[config.mk]
export PLATFORM = sky130hd
export DESIGN_NAME = pico_ir_fetch_decode
export DESIGN_NICKNAME = d
export VERILOG_FILES = /design/src/rtl/pico_isa_pkg.sv /design/src/rtl/pico_opcode_onehot.sv /design/src/rtl/pico_ir_fetch_decode.sv
export SDC_FILE = /design/constraint.sdc
export NUM_CORES = 1
export LEC_CHECK = 0
export ABC_AREA = 1
export BUFFER_PORTS_ARGS = -buffer_cell sky130_fd_sc_hd__buf_4
export CORE_AREA = 2 2 99 101
export CTS_CLUSTER_SIZE = 16
export DETAILED_ROUTE_END_ITERATION = 10
export DIE_AREA = 0 0 101 103
export PLACE_DENSITY_LB_ADDON = 0.25
export SYNTH_ARGS = -nofsm -noshare
export SYNTH_HDL_FRONTEND = slang
export SYNTH_SLANG_ARGS = --single-unit
[constraint.sdc]
create_clock -name clk -period 2.79 [get_ports clk]
set_clock_uncertainty 0.15 [all_clocks]
set_input_delay 0.1395 -clock clk [delete_from_list [all_inputs] [get_ports clk]]
set_output_delay 0.1395 -clock clk [all_outputs]
set_load 0.005 [all_outputs]
[src/rtl/pico_isa_pkg.sv]
// picoRISC ISA constants shared by fetch/decode and the mapper.
// Opcodes, one-hot bit order, IR field positions, fetch states.
package pico_isa_pkg;

  localparam logic [7:0] OP_INTD      = 8'h00;
  localparam logic [7:0] OP_INTE      = 8'h01;
  localparam logic [7:0] OP_LOAD      = 8'h02;
  localparam logic [7:0] OP_STORE     = 8'h03;
  localparam logic [7:0] OP_ADD       = 8'h04;
  localparam logic [7:0] OP_SUB       = 8'h05;
  localparam logic [7:0] OP_REALMUL   = 8'h06;
  localparam logic [7:0] OP_REALCLAMP = 8'h07;
  localparam logic [7:0] OP_INTREAL   = 8'h08;
  localparam logic [7:0] OP_INC       = 8'h09;
  localparam logic [7:0] OP_DEC       = 8'h0A;
  localparam logic [7:0] OP_AND       = 8'h0B;
  localparam logic [7:0] OP_OR        = 8'h0C;
  localparam logic [7:0] OP_XOR       = 8'h0D;
  localparam logic [7:0] OP_ASR       = 8'h0E;
  localparam logic [7:0] OP_ASL       = 8'h0F;
  localparam logic [7:0] OP_CALL      = 8'h10;
  localparam logic [7:0] OP_RET       = 8'h11;
  localparam logic [7:0] N_OPS        = 8'h12;

  // Mapper input order equals opcode value
  localparam int SIG_INTD      = 0;
  localparam int SIG_INTE      = 1;
  localparam int SIG_LOAD      = 2;
  localparam int SIG_STORE     = 3;
  localparam int SIG_ADD       = 4;
  localparam int SIG_SUB       = 5;
  localparam int SIG_REALMUL   = 6;
  localparam int SIG_REALCLAMP = 7;
  localparam int SIG_INTREAL   = 8;
  localparam int SIG_INC       = 9;
  localparam int SIG_DEC       = 10;
  localparam int SIG_AND       = 11;
  localparam int SIG_OR        = 12;
  localparam int SIG_XOR       = 13;
  localparam int SIG_ASR       = 14;
  localparam int SIG_ASL       = 15;
  localparam int SIG_CALL      = 16;
  localparam int SIG_RET       = 17;

  localparam int OPC_HI = 31;
  localparam int OPC_LO = 24;
  localparam int RD_HI  = 23;
  localparam int RD_LO  = 20;
  localparam int RS_HI  = 19;
  localparam int RS_LO  = 16;
  localparam int IMM_HI = 15;
  localparam int IMM_LO = 0;

  typedef enum logic [1:0] {
    ST_IDLE   = 2'd0,
    ST_REQ    = 2'd1,
    ST_DECODE = 2'd2,
    ST_VALID  = 2'd3
  } fetch_state_e;

  typedef struct packed {
    logic [31:0] signals;
    logic        illegal;
    logic [3:0]  rd;
    logic [3:0]  rs;
    logic [15:0] imm;
  } dec_t;

endpackage

[src/rtl/pico_opcode_onehot.sv]
// Combinational opcode -> one-hot operation vector decoder.
// Opcodes past the defined set flag illegal with an all-zero vector.
module pico_opcode_onehot
  import pico_isa_pkg::*;
(
  input  logic [7:0]  opcode,
  output logic [31:0] signals,
  output logic        illegal
);

  always_comb begin
    signals = '0;
    illegal = 1'b0;
    unique case (1'b1)
      (opcode < N_OPS): signals[opcode[4:0]] = 1'b1;
      default:          illegal = 1'b1;
    endcase
  end

endmodule

[src/rtl/pico_ir_fetch_decode.sv]
// picoRISC instruction fetch, IR latch and opcode decode stage.
// Owns the PC; holds the decoded word until the sequencer acks.
module pico_ir_fetch_decode
  import pico_isa_pkg::*;
#(
  parameter int              ADDR_W   = 16,
  parameter int              DATA_W   = 32,
  parameter logic [ADDR_W-1:0] RESET_PC = '0
) (
  input  logic              clk,
  input  logic              rst_n,
  input  logic              start,
  output logic              mem_req,
  output logic [ADDR_W-1:0] mem_addr,
  input  logic [DATA_W-1:0] mem_rdata,
  input  logic              mem_ack,
  output logic              dec_valid,
  input  logic              dec_ack,
  output logic [31:0]       signals,
  output logic              illegal,
  output logic [DATA_W-1:0] ir,
  output logic [3:0]        rd,
  output logic [3:0]        rs,
  output logic [15:0]       imm,
  output logic [ADDR_W-1:0] pc,
  input  logic              pc_load,
  input  logic [ADDR_W-1:0] pc_in
);

  fetch_state_e      state, state_nx;
  logic [ADDR_W-1:0] pc_q;
  logic [DATA_W-1:0] ir_q;
  dec_t              dec_q, dec_d;
  logic              fetch_done;

  assign fetch_done = (state == ST_REQ) && mem_ack;

  always_comb begin
    state_nx = state;
    unique case (state)
      ST_IDLE:   if (start)   state_nx = ST_REQ;
      ST_REQ:    if (mem_ack) state_nx = ST_DECODE;
      ST_DECODE: state_nx = ST_VALID;
      ST_VALID:  if (dec_ack) state_nx = ST_IDLE;
      default:   state_nx = ST_IDLE;
    endcase
  end

  pico_opcode_onehot u_onehot (
    .opcode  (ir_q[OPC_HI:OPC_LO]),
    .signals (dec_d.signals),
    .illegal (dec_d.illegal)
  );

  assign dec_d.rd  = ir_q[RD_HI:RD_LO];
  assign dec_d.rs  = ir_q[RS_HI:RS_LO];
  assign dec_d.imm = ir_q[IMM_HI:IMM_LO];

  always_ff @(posedge clk or negedge rst_n) begin
    if (!rst_n) begin
      state <= ST_IDLE;
      pc_q  <= RESET_PC;
      ir_q  <= '0;
      dec_q <= '0;
    end else begin
      state <= state_nx;
      // a reload wins over the post-fetch increment
      if (pc_load)
        pc_q <= pc_in;
      else if (fetch_done)
        pc_q <= pc_q + ADDR_W'(1);
      if (fetch_done)
        ir_q <= mem_rdata;
      if (state == ST_DECODE)
        dec_q <= dec_d;
    end
  end

  assign mem_req   = (state == ST_REQ);
  assign mem_addr  = pc_q;
  assign dec_valid = (state == ST_VALID);
  assign signals   = dec_q.signals;
  assign illegal   = dec_q.illegal;
  assign rd        = dec_q.rd;
  assign rs        = dec_q.rs;
  assign imm       = dec_q.imm;
  assign ir        = ir_q;
  assign pc        = pc_q;

endmodule

**Yosys cells after proc, flatten, opt, wreduce, memory -nomap -nowiden**

Cells that the tools add are included.

- Mux-type cells: 10
- Magnitude comparators: 3
- Add/subtract/negate cells: 1
- Eq/ne operators: 6
- Reduce and logical (&&, ||, !) cells: 5

Operators by type and width:

| kind | number |
|---|---|
| $mux 16 | 2 |
| $mux 32 | 1 |
| $add 16x1->16 const B | 1 |
| $lt 8x5->1 const B | 1 |
| $pmux 2 s4 | 1 |
| $lt 5x6->1 const B | 1 |
| $mux 2 | 3 |
| $demux 1 s5 | 1 |
| $ge 5x1->1 const B | 1 |
| $eq 2x2->1 const B | 2 |
| $ne 2x1->1 const B | 2 |
| $reduce_and 3->1 | 1 |
| $eq 2x1->1 const B | 1 |
| $logic_and 1x1->1 | 2 |
| $logic_not 2->1 | 1 |
| $mux 1 | 2 |
| $ne 2x2->1 const B | 1 |
| $reduce_bool 2->1 | 1 |

- Bits of input ports: 54
- Output and inout bits: 123
- Register bits: 107
- Logic and storage cells: 33

**Longest topological paths before layout**

- Depth in word-level cells: 5
- Depth in mapped cells: 9
- Mapped depth without buffers: 8

**Modules after synthesis**

From an unflattened synthesis, not the netlist that was laid out.

- Cells, all modules: 553
- Area, all modules: 5,358.9 µm²

Modules (own cells, without submodules):

| module | instances | area each (µm²) | cells an instance | sequential area each (µm²) |
|---|---|---|---|---|
| pico_ir_fetch_decode | 1 | 4,890.9 | 483 | 2,677.6 |
| pico_opcode_onehot | 1 | 467.9 | 70 | 0.0 |

**Worst setup path after synthesis**

No wires, ideal clock.

- Path kind: register to register
- From: reg state[1]
- To: reg ir_q[28], in the netlist ir[28]
- Data arrival time: 1.220 ns
- Path slack: 1.293 ns
- Clock period less this slack: 1.497 ns
- Setup time: 0.127 ns
- Buffers on the path: 2
- Stages on the path, launching flop included: 8
- Data required time: 2.513 ns
- Cell sequence: dfrtp_1 > inv_1 > ha_1 > nand2_1 > inv_1 > buf_2 > buf_2 > o21ai_0

- Word-level cells in the longest chain between the ends: 2

Ends and longest elaborated chain:

| element | RTL line | RTL |
|---|---|---|
| from (decl) | pico_ir_fetch_decode.sv:30 | `fetch_state_e state, state_nx;` |
| from (signal assigned) | pico_ir_fetch_decode.sv:66 | `state <= state_nx;` |
| $eq 2x1->1 | - |  |
| via mem_req | pico_ir_fetch_decode.sv:13 | `output logic mem_req,` |
| $logic_and 1x1->1 | pico_ir_fetch_decode.sv:36 | `assign fetch_done = (state == ST_REQ) && mem_ack;` |
| to (signal assigned) | pico_ir_fetch_decode.sv:73 | `ir_q <= mem_rdata;` |
| to (decl) | pico_ir_fetch_decode.sv:32 | `logic [DATA_W-1:0] ir_q;` |

The timed path passes the listed nets, and every way through them passes these cells.
A chain may end at the register's enable or synchronous reset.

**Final worst setup path**

- From: reg state[1]
- To: reg pc_q[9], in the netlist mem_addr[9]

- Word-level cells in the longest chain between the ends: 3

Ends and longest elaborated chain:

| element | RTL line | RTL |
|---|---|---|
| $eq 2x1->1 | pico_ir_fetch_decode.sv:36 |  |
| $logic_and 1x1->1 | pico_ir_fetch_decode.sv:36 |  |
| $reduce_bool 2->1 (no source line) | - |  |
| to (signal assigned) | pico_ir_fetch_decode.sv:69 | `pc_q <= pc_in;` |
| to (signal assigned) | pico_ir_fetch_decode.sv:71 | `pc_q <= pc_q + ADDR_W'(1);` |
| to (decl) | pico_ir_fetch_decode.sv:31 | `logic [ADDR_W-1:0] pc_q;` |

No other way between the ends.

==> results.json <==
{
  "die_h_um": 103,
  "post_drt_via_cell_ratio": 4.90,
  "synth_seq_cells": 107,
  "drv_slew": 0,
  "postCtsHoldBufs": 54,
  "postCtsSetupRepairBufs": 0,
  "multi_input_area_um2": 1610,
  "rsz0062_at_grt": "false",
  "start_util_pct": 51.8,
  "setup_violations": 0,
  "min_from": "pc_load",
  "core-area_um2": 9460,
  "setup_tns_ps": 0,
  "fillCellCount": 754,
  "path_class": "reg -> reg",
  "area_delta_synth_final_pct": 38.0,
  "antenna_cells": 0,
  "syn_area_um2": 4900,
  "synth-edff-count": 0,
  "cp_cell_sequence": "inv_1 -> ha_1 -> nand2_1 -> buf_4 -> nand2_1 -> o21ai_0 -> o21bai_1",
  "drcViolationCount": 0,
  "p_leak_nw": 3.67,
  "drive_gt1_share_pct": 27.0,
  "register_area_um2": 2680,
  "synthCells": 587,
  "cts_tree": "yes",
  "drt_pass1_iterations": 5,
  "clock_tree.buffer_depth": 2,
  "critPathCaptureType": "flop",
  "cts.repair.resized": 0,
  "grt_pass1_vias": 4222,
  "critPathArrivalTime_ps": 2130,
  "ys_seq_area_share_pct": 54.6,
  "wl_per_cell_um": 13.8,
  "hold_class": "in -> reg",
  "grt_usage_pct": 24.5,
  "cp_common_cell": "nand2_1",
  "async_flop_share_pct": 100,
  "cts-root-buf": "clkbuf_8",
  "die-area_um2": 10400,
  "post-route-period-util_pct": 71.6,
  "die_width_um": 101,
  "yosys_warnings": 0,
  "cellPowerDensity_nw_per_um2": 815,
  "cts_buffers": 9,
  "min_period_ps": 2000,
  "num_vias": 4389,
  "wirelength_um": 12400,
  "ios": 177,
  "r2r_start": "state[1]",
  "hold_violations": 0,
  "startpoint_type": "flop",
  "syn_avg_cell_area_um2": 8.35,
  "clock_sinks": 107,
  "ant_nets": 0,
  "synth_fp_nets": 646,
  "nNetsFinal": 835,
  "drt_iter0_markers": 210,
  "crit_fanout": 29,
  "grt_pass1_wl_um": 20200,
  "io_buffers": 176,
  "total_power_mw": 5.51,
  "grt_max_degree": 108,
  "dp_hpwl_um": 8160,
  "drv_cap": 0,
  "clk_latency_ps": 360,
  "worst_slew_pin_slew_ps": 553,
  "outcome": "completed",
  "rows": 36,
  "timing.fmax_mhz": 501,
  "critPathMaxStageDelay_ps": 410,
  "cp_num_buf_inv": 2,
  "synth.distinct_cells": 28,
  "required_ps": 2930,
  "slowest_stage": "dfrtp_1",
  "clkTransAtPathRegs_ps": 110,
  "cp-startpoint": "state[1]",
  "synth_ff_type": "dfrtp_1",
  "relSlewSlack_pct": 63.1,
  "peakVddDrop_uv": 408,
  "critPathTopFamily": "buffers and inverters",
  "gp_congestion": 0.853,
  "antenna_found_initial": 0,
  "grt_remaining_overflow": 0,
  "cts-htree-levels": 3
}
[report_power, final]
| group | internal, mW | switching, mW | total [mW] |
|---|---|---|---|
| combinational | 1.05 | 1.14 | 2.20 |
| clock | 0.365 | 0.545 | 0.910 |
| sequential | 2.00 | 0.402 | 2.40 |
| total | 3.42 | 2.09 | 5.51 |
[worst paths after layout]
kind / to / slack (ps) / cells past startpoint
setup reg to reg: mem_addr[9] / 790 / 7
max in group asynchronous: ir[25] / 1840 / 3
hold / removal: mem_addr[3] / 30 / 3
min in group asynchronous: signals[8] / 240 / 3
setup / recovery: mem_addr[9] / 790 / 7
hold reg to reg: imm[7] / 340 / 2
[placed cells by master, fill, tap and decap left out, types with 3 or more instances in the layout]
cell type      synthesis  routed
a21oi_1                3       3
buf_4                 41     181
clkbuf_8               0      10
clkinv_4               0       3
dfrtp_1              107     107
dlygate4sd3_1          0      54
ha_1                   5       4
inv_1                 55      55
inv_2                  3       3
nand2_1              239     239
nand3_1               28      28
nor2_1                28      28
nor2_2                 3       3
o21ai_0               23      23
o21ai_1                5       5
o31ai_1                9       9
xor2_1                 4       4
[state kept, by name (all words and copies together) (netlist names)]
signal,count
ir,32
signals,32
imm,16
mem_addr,16
rd,4
rs,4
state,2
illegal,1
[final cells by class]
type | count | area share [%]
Clock buffer | 11 | 2.09
Clock inverter | 5 | 0.685
Inverter | 59 | 3.27
Multi-Input combinational cell | 363 | 23.9
Sequential cell | 107 | 39.6
Tap cell | 114 | 2.11
Timing Repair Buffer | 236 | 28.4
[synth_stat cells (4+ instances only)]
cell	number	area share, %
nand2_1	239	18
dfrtp_1	107	55
nor2_1	28	2.1
xor2_1	4	0.71
ha_1	5	1.3
buf_4	41	6.3
o21ai_1	5	0.51
inv_1	55	4.2
nand3_1	28	2.9
buf_2	15	1.5
o31ai_1	9	1.4
o21ai_0	23	2.3
[routing by layer]
| metal | up-vias | part of all wire (%) | GRT usage [%] |
|---|---|---|---|
| met3 | 26 | 4.6 | 3.46 |
| met1 | 2066 | 42 | 31.9 |
| met4 | 0 | 2.4 | 9.77 |
| met5 | - | 0 | 0 |
| met2 | 158 | 51 | 41.7 |
| li1 | 2139 | - | - |
[tightest hold or removal path: cells and delay by family]
family / cells / cell delay (ps)
AO/OA/AOI/OAI: 1 / 70
buffers and inverters: 2 / 280
[cells by family after synthesis]
kind of cell	Yosys count	synth area share [%]
and+or+nand+nor	308	25.4
AOI/OAI and AO/OA	45	5.34
buffers and inverters	117	12.5
adders and majority gates	5	1.28
DFF	107	54.6
xor gates and xnor gates	5	0.894
[stage by stage]
step	setup slack (ps)	hold WS, ps	area [um2]	utilization (%)	cells
after floorplan	1290	-306	4900	-	587
after global routing	664	35.7	6760	71.5	895
after detailed placement	840	110	6030	63.8	825
after CTS	816	3.73	6760	71.5	895
after global placement	950	106	6030	63.8	825
final	792	31.2	6760	71.5	895
Note: power is estimated with default switching activity, not from simulation.
